File: src/rtl/p405s_icu_pkg.sv
// Shared ICU definitions: fill-buffer state encoding, line geometry and word parity.
// Used by p405s_icu_fillbuf_rd and p405s_icu_fillbuf_word.
package p405s_icu_pkg;

    localparam int ICU_LINE_WORDS = 8;

    typedef logic [$clog2(ICU_LINE_WORDS)-1:0] word_idx_t;

    typedef enum logic [1:0] {
        IDLE  = 2'b00,
        FILL  = 2'b01,
        DRAIN = 2'b10
    } fill_state_t;

    // Even parity: the returned bit makes the total count of ones even.
    function automatic logic even_par(input logic [0:31] data);
        return ^data;
    endfunction

endpackage

File: src/rtl/p405s_icu_fillbuf_word.sv
// One line-fill word: data register, valid flag and (with P405S_ICU_FILLBUF_PARITY_EN)
// a parity bit computed on write with a live mismatch indication.
module p405s_icu_fillbuf_word
    import p405s_icu_pkg::*;
(
    input  logic        clk,
    input  logic        reset,
    input  logic        clr,
    input  logic        we,
    input  logic [0:31] wdata,
    output logic [0:31] data,
    output logic        valid
`ifdef P405S_ICU_FILLBUF_PARITY_EN
    ,
    output logic        par_err
`endif
);

    logic [0:31] data_r;
    logic        valid_r;

    // Word storage; a fill start only drops validity, the old data is simply overwritten later.
    always_ff @(posedge clk) begin
        if (reset) begin
            data_r  <= 32'h0000_0000;
            valid_r <= 1'b0;
        end else if (clr) begin
            data_r  <= data_r;
            valid_r <= 1'b0;
        end else if (we) begin
            data_r  <= wdata;
            valid_r <= 1'b1;
        end else begin
            data_r  <= data_r;
            valid_r <= valid_r;
        end
    end

`ifdef P405S_ICU_FILLBUF_PARITY_EN
    logic par_r;

    // Parity bit captured alongside the data word.
    always_ff @(posedge clk) begin
        if (reset) begin
            par_r <= 1'b0;
        end else if (we && !clr) begin
            par_r <= even_par(wdata);
        end else begin
            par_r <= par_r;
        end
    end

    assign par_err = (even_par(data_r) != par_r);
`endif

    assign data  = data_r;
    assign valid = valid_r;

endmodule

File: src/rtl/p405s_icu_fillbuf_rd.sv
// ICU line-fill buffer read/drain side: captures PLB words, serves fetch reads with
// same-cycle bypass, then drains the full line to the I-cache array. Optional macro:
// P405S_ICU_FILLBUF_PARITY_EN adds per-word parity and the rdParErr/arrParErr outputs.
module p405s_icu_fillbuf_rd
    import p405s_icu_pkg::*;
#(
    parameter int WORDS = ICU_LINE_WORDS,
    parameter int IDXW  = 3
) (
    input  logic            CB,
    input  logic            reset,
    input  logic            fillStart,
    input  logic            wrVal,
    input  logic [IDXW-1:0] wrIdx,
    input  logic [0:31]     wrData,
    input  logic            rdReq,
    input  logic [IDXW-1:0] rdIdx,
    output logic            rdVal,
    output logic [0:31]     rdData,
    output logic            arrWrVal,
    output logic [IDXW-1:0] arrWrIdx,
    output logic [0:31]     arrWrData,
    input  logic            arrWrAck,
    output logic            fillBusy,
    output logic            lineDone
`ifdef P405S_ICU_FILLBUF_PARITY_EN
    ,
    output logic            rdParErr,
    output logic            arrParErr
`endif
);

    fill_state_t     state_r, state_next_s;
    logic [IDXW-1:0] ptr_r, ptr_next_s;
    logic            clr_s, line_done_s, all_valid_s, wr_en_s;
    logic [WORDS-1:0] valid_s, wr_hit_s;
    logic [0:31]     word_data_s [WORDS];

    logic            rd_bypass_s, rd_stored_s, rd_hit_s;
    logic [0:31]     rd_data_next_s, arr_data_next_s;

    logic            rd_val_r, arr_wr_val_r, fill_busy_r, line_done_r;
    logic [0:31]     rd_data_r, arr_wr_data_r;
    logic [IDXW-1:0] arr_wr_idx_r;

`ifdef P405S_ICU_FILLBUF_PARITY_EN
    logic [WORDS-1:0] par_err_s;
    logic             rd_par_err_next_s, arr_par_err_next_s;
    logic             rd_par_err_r, arr_par_err_r;
`endif

    assign wr_en_s = wrVal && (state_r == FILL);

    for (genvar i = 0; i < WORDS; i++) begin : g_word
        assign wr_hit_s[i] = wr_en_s && (wrIdx == IDXW'(i));

        p405s_icu_fillbuf_word u_word (
            .clk     (CB),
            .reset   (reset),
            .clr     (clr_s),
            .we      (wr_hit_s[i]),
            .wdata   (wrData),
            .data    (word_data_s[i]),
            .valid   (valid_s[i])
`ifdef P405S_ICU_FILLBUF_PARITY_EN
            ,
            .par_err (par_err_s[i])
`endif
        );
    end

    // The word landing this cycle counts towards a complete line.
    assign all_valid_s = &(valid_s | wr_hit_s);

    // Fill/drain sequencing and drain pointer advance.
    always_comb begin
        state_next_s = state_r;
        ptr_next_s   = ptr_r;
        clr_s        = 1'b0;
        line_done_s  = 1'b0;
        case (state_r)
            IDLE: begin
                if (fillStart) begin
                    state_next_s = FILL;
                    clr_s        = 1'b1;
                end else begin
                    state_next_s = IDLE;
                end
            end
            FILL: begin
                if (all_valid_s) begin
                    state_next_s = DRAIN;
                    ptr_next_s   = {IDXW{1'b0}};
                end else begin
                    state_next_s = FILL;
                end
            end
            DRAIN: begin
                if (arrWrAck) begin
                    ptr_next_s = ptr_r + IDXW'(1);
                    if (ptr_r == IDXW'(WORDS - 1)) begin
                        state_next_s = IDLE;
                        line_done_s  = 1'b1;
                    end else begin
                        state_next_s = DRAIN;
                    end
                end else begin
                    state_next_s = DRAIN;
                end
            end
            default: begin
                state_next_s = IDLE;
                ptr_next_s   = {IDXW{1'b0}};
            end
        endcase
    end

    // Next array word; forward the final fill write, which is not yet in storage.
    always_comb begin
        arr_data_next_s = word_data_s[ptr_next_s];
        if (wr_hit_s[ptr_next_s]) begin
            arr_data_next_s = wrData;
        end else begin
            arr_data_next_s = word_data_s[ptr_next_s];
        end
    end

    // Fetch read lookup; a fill start in the same cycle invalidates stored words first.
    always_comb begin
        rd_bypass_s    = rdReq && wr_hit_s[rdIdx];
        rd_stored_s    = rdReq && valid_s[rdIdx] && !clr_s;
        rd_hit_s       = rd_bypass_s || rd_stored_s;
        rd_data_next_s = word_data_s[rdIdx];
        if (rd_bypass_s) begin
            rd_data_next_s = wrData;
        end else begin
            rd_data_next_s = word_data_s[rdIdx];
        end
    end

`ifdef P405S_ICU_FILLBUF_PARITY_EN
    assign rd_par_err_next_s  = rd_stored_s && !rd_bypass_s && par_err_s[rdIdx];
    assign arr_par_err_next_s = (state_next_s == DRAIN) && !wr_hit_s[ptr_next_s]
                                && par_err_s[ptr_next_s];

    // Registered parity error flags, aligned with rdVal and arrWrVal.
    always_ff @(posedge CB) begin
        if (reset) begin
            rd_par_err_r  <= 1'b0;
            arr_par_err_r <= 1'b0;
        end else begin
            rd_par_err_r  <= rd_par_err_next_s;
            arr_par_err_r <= arr_par_err_next_s;
        end
    end

    assign rdParErr  = rd_par_err_r;
    assign arrParErr = arr_par_err_r;
`endif

    // State, pointer and all registered outputs.
    always_ff @(posedge CB) begin
        if (reset) begin
            state_r       <= IDLE;
            ptr_r         <= {IDXW{1'b0}};
            rd_val_r      <= 1'b0;
            rd_data_r     <= 32'h0000_0000;
            arr_wr_val_r  <= 1'b0;
            arr_wr_idx_r  <= {IDXW{1'b0}};
            arr_wr_data_r <= 32'h0000_0000;
            fill_busy_r   <= 1'b0;
            line_done_r   <= 1'b0;
        end else begin
            state_r       <= state_next_s;
            ptr_r         <= ptr_next_s;
            rd_val_r      <= rd_hit_s;
            if (rd_hit_s) begin
                rd_data_r <= rd_data_next_s;
            end else begin
                rd_data_r <= rd_data_r;
            end
            arr_wr_val_r  <= (state_next_s == DRAIN);
            arr_wr_idx_r  <= ptr_next_s;
            arr_wr_data_r <= arr_data_next_s;
            fill_busy_r   <= (state_next_s != IDLE);
            line_done_r   <= line_done_s;
        end
    end

    assign rdVal     = rd_val_r;
    assign rdData    = rd_data_r;
    assign arrWrVal  = arr_wr_val_r;
    assign arrWrIdx  = arr_wr_idx_r;
    assign arrWrData = arr_wr_data_r;
    assign fillBusy  = fill_busy_r;
    assign lineDone  = line_done_r;

endmodule
File: config.mk
export PLATFORM = sky130hd
export DESIGN_NAME = p405s_icu_fillbuf_rd
export DESIGN_NICKNAME = d
export VERILOG_FILES = /design/src/rtl/p405s_icu_pkg.sv /design/src/rtl/p405s_icu_fillbuf_word.sv /design/src/rtl/p405s_icu_fillbuf_rd.sv
export SDC_FILE = /design/constraint.sdc
export NUM_CORES = 1
export LEC_CHECK = 0
export CORE_MARGIN = 8
export CORE_UTILIZATION = 55
export DETAILED_ROUTE_END_ITERATION = 10
export GPL_TIMING_DRIVEN = 0
export HOLD_SLACK_MARGIN = 0.15
export PLACE_DENSITY = 0.75
export SLEW_MARGIN = 30
export SYNTH_ARGS = -nofsm -noshare
export SYNTH_HDL_FRONTEND = slang
export SYNTH_SLANG_ARGS = --single-unit
export TNS_END_PERCENT = 30
File: constraint.sdc
create_clock -name CB -period 4.1 [get_ports CB]
set_input_delay 0.41 -clock CB [delete_from_list [all_inputs] [get_ports CB]]
set_output_delay 0.41 -clock CB [all_outputs]
set_load 0.05 [all_outputs]
==> results.md <==
- Drt total wl: 57870 um
- Hold path start: wrData[19]
- Num ports: 115
- Synth warn: 0
- WL per Instance: 23.82 um
- Pins Over Slew Limit: 0
- Clk sinks: 337
- Clk slew on worst S/H paths: 0.07 ns
- CTS buffer count: 36
- Synthesized net count: 1948
- Vias in the first global route: 15470
- Cells along the critical path: clkbuf_1 -> nand4bb_1 -> nor2_2 -> o22ai_1 -> nor2_1 -> o21ai_1 -> nor2_1 -> clkbuf_1 -> a22oi_1 -> a311oi_2
- Port bufs: 79
- Worst hold path endpoint: g_word[1].u_word.data[19]
- Clk_lat worst skew: 0.53 ns
- Syn Std Cell Area: 0.01648 mm^2
- Post-synthesis cell type count: 49
- Compound-cell area share of the yosys netlist: 17.18%
- Pwr dens: 370.2 mW/mm^2
- Drt pass-1 iters: 6
- Via/cell ratio: 6.450
- Final hold vios: 0
- Syn avg cell area: 8.664 um^2
- Multi-input logic area: 0.008895 mm^2
- Static leakage: 6.267 nW
- R2r startpoint: state_r[0]
- Synthesis-to-layout area growth: 14.59%
- First-pass GRT wire length: 87830 um
- CTS H-tree depth: 2
- Critical path class: reg2reg
- Fin crit share: 99.78%
- CTS Buffer Depth: 3
- Final Setup Violations: 0
- CP endpoint kind: flop
- Reg2Reg Depth: 10
- Grt total ovfl: 0
- CTS tree: done
- Die area: 0.03576 mm^2
- Worst Path Required: 4.52 ns
- Async S/R FF share, synth: 0%
- Crit-path max FO: 10
- Final worst slack: 0.009055 ns
- Max-cap viol count: 0
- CP max stage delay: 0.64 ns
- Initial DRC Count: 2054
- GRT Util Overall: 31.27%
- Multiplexer share of the synthesized area: 19.77%
- Row count: 63
- Main combinational cell family by area after synthesis: multiplexers
- Hold Path Class: in2reg
- Worst r2r dst: arrWrData[20]
- Largest net degree at the start of global routing: 14
- Fillers: 2482
- Worst-margin pin slew: 1.008 ns
- Initial Utilization: 55.75%
- Flops & latches, synth: 337
- Most frequent cells in the layout: nand2_1 (527), dfxtp_1 (337), a21oi_1 (299)
- Detailed Place HPWL: 39000 um
- Core Area: 0.02956 mm^2
- DIE WIDTH: 189.1 um
- Initial antenna violation count: 3
- Crit-path slowest cell: clkbuf_1
- Post-synth top area share: 40.94%
- Max VDD drop: 0.2969 mV
- Via count: 15670
- Reg2Reg Setup Slack: 0.009 ns
- DP Worst Slack: -0.2862 ns
- Cells after Synth: 1902
- Simple-Gate Fraction of Synth Area: 16.70%
- EDFF count, synth: 0
- DRC viols: 0
- FMAX: 0.2444 GHz
- Post-route ant nets: 0
- Min Tclk post-route: 4.091 ns
- Area leader, netlist: dfxtp_1
- CP Data Arrival Time: 4.51 ns
- Die H: 189.1 um
- Sequential cell area: 0.006746 mm^2
- Status: complete, no violations
- Worst Setup Start Kind: flop
- Most common flop cell mapped by yosys: dfxtp_1
- Total Power: 0.006990 W
- Worst hold stages: 3
- Post-synthesis sequential area ratio: 40.94%
- Slew HR: 32.28%
- Final net count: 2065
- Xor and xnor area share after synthesis: 0.1594%
- Routability cong.: 0.9729
- Share of layout cells above drive strength 1: 13.64%
- Clock skew: 0.01805 ns
- Area share of fa/ha/maj cells after synthesis: 0.1518%
- Commonest non-fill, non-tap cell in the layout: nand2_1
- Root Buffer: clkbuf_16
- RSZ-0062 raised after global routing: false
- Top cells by area, synth: dfxtp_1 (41%), nand2_1 (12%), a21oi_1 (9.1%)
## Yosys cell counts, types with 2 or more instances
master       n
nand2_1    527
dfxtp_1    337
a21oi_1    299
clkbuf_1   161
mux2_2     103
nor2_1      95
mux4_2      66
a22oi_1     64
nor3_1      36
mux2i_1     33
a211oi_1    32
a311oi_2    30
mux2_1      25
buf_1       10
buf_6       10
buf_4        7
nand2b_1     7
buf_2        6
nand3_1      6
a21o_1       3
nor2b_1      3
xor2_1       3
a21boi_0     2
a311oi_1     2
and2_1       2
and3_1       2
ha_1         2
nand4_1      2
nand4b_1     2
nand4bb_1    2
nor4_1       2
o21ai_0      2
o21ai_1      2
o221ai_1     2
## registers in the layout, indices dropped and copies added (netlist names)
name / cells
rdVal: 1
arrWrVal: 1
arrWrIdx: 3
g_word.u_word.valid: 8
arrWrData: 32
lineDone: 1
g_word.u_word.data: 256
fillBusy: 1
state_r: 2
rdData: 32
## area by class of cell
cell class / instances / share of cell area [%]
multi-input combinational: 1370 / 47.10
sequential: 337 / 35.73
clock buffer: 53 / 5.539
buffer: 194 / 4.459
timing repair buffer: 79 / 4.187
tap: 390 / 2.584
clock inverter: 4 / 0.3710
inverter: 1 / 0.01988
antenna: 1 / 0.01325
## power breakdown
group | switching [W] | internal, W | total [W] | leakage (nW)
combinational | 0.000333 | 0.000133 | 0.000465 | 3.00
clock | 0.00132 | 0.00188 | 0.00319 | 0.547
sequential | 0.0000223 | 0.00331 | 0.00333 | 2.72
## metal layers
layer,wire length (um),vias to the layer above,global-route usage (%)
met5,26,-,0
met4,3401,4,17.86
met3,7667,240,9.455
met2,25260,1115,47.47
met1,21520,7436,39.11
li1,-,6871,-
## stage by stage
| step | std cells | hold WS, ns | util, % | area [um^2] | TNS [ns] |
|---|---|---|---|---|---|
| finish | 2429 | 0.3187 | 63.89 | 18880 | 0 |
| global route | 2429 | 0.3338 | 63.89 | 18880 | 0 |
| CTS | 2428 | 0.3120 | 63.86 | 18880 | 0 |
| detailed placement | 2371 | 0.4550 | 60.08 | 17760 | -6.680 |
| global placement | 2371 | 0.4480 | 60.08 | 17760 | -7.113 |
| floorplan | 1902 | 0.4420 | - | 16480 | 0 |
## cell families after synthesis
family / count (synthesis)
adders and majority gates: 2
and+or+nand+nor: 692
buffers and inverters: 195
xor gates and xnor gates: 3
AOI/OAI and AO/OA: 446
muxes: 227
DFF: 337
## how the worst max path moves through the flow
| stage | from | endpoint | slack [ns] | cells after the start |
|---|---|---|---|---|
| final | state_r[0] | arrWrData[20] | 0.009 | 10 |
| after global routing | state_r[0] | arrWrData[8] | 0.003 | 10 |
| after CTS | state_r[0] | arrWrData[20] | 0.24 | 10 |
| after detailed placement | wrIdx[2] | arrWrData[20] | -0.29 | 10 |
| after global placement | wrIdx[2] | arrWrData[8] | -0.26 | 10 |
| after floorplan | state_r[1] | arrWrData[14] | 1.17 | 12 |
## timing repair
item | in CTS | in global routing
resized for setup | 1 | 2
hold buffers | 0 | 0
gates cloned | 0 | 0
buffers inserted | 0 | 0
endpoints found under the setup margin | 1 | 1
## worst max-delay path: cells and delay by family (launching register included)
family / cells / cell delay (ns)
AOI/OAI and AO/OA: 4 / 1.01
DFF: 1 / 0.34
buffers and inverters: 2 / 0.99
and+or+nand+nor: 4 / 1.65
No activity file was read; power rests on OpenSTA's default activity.
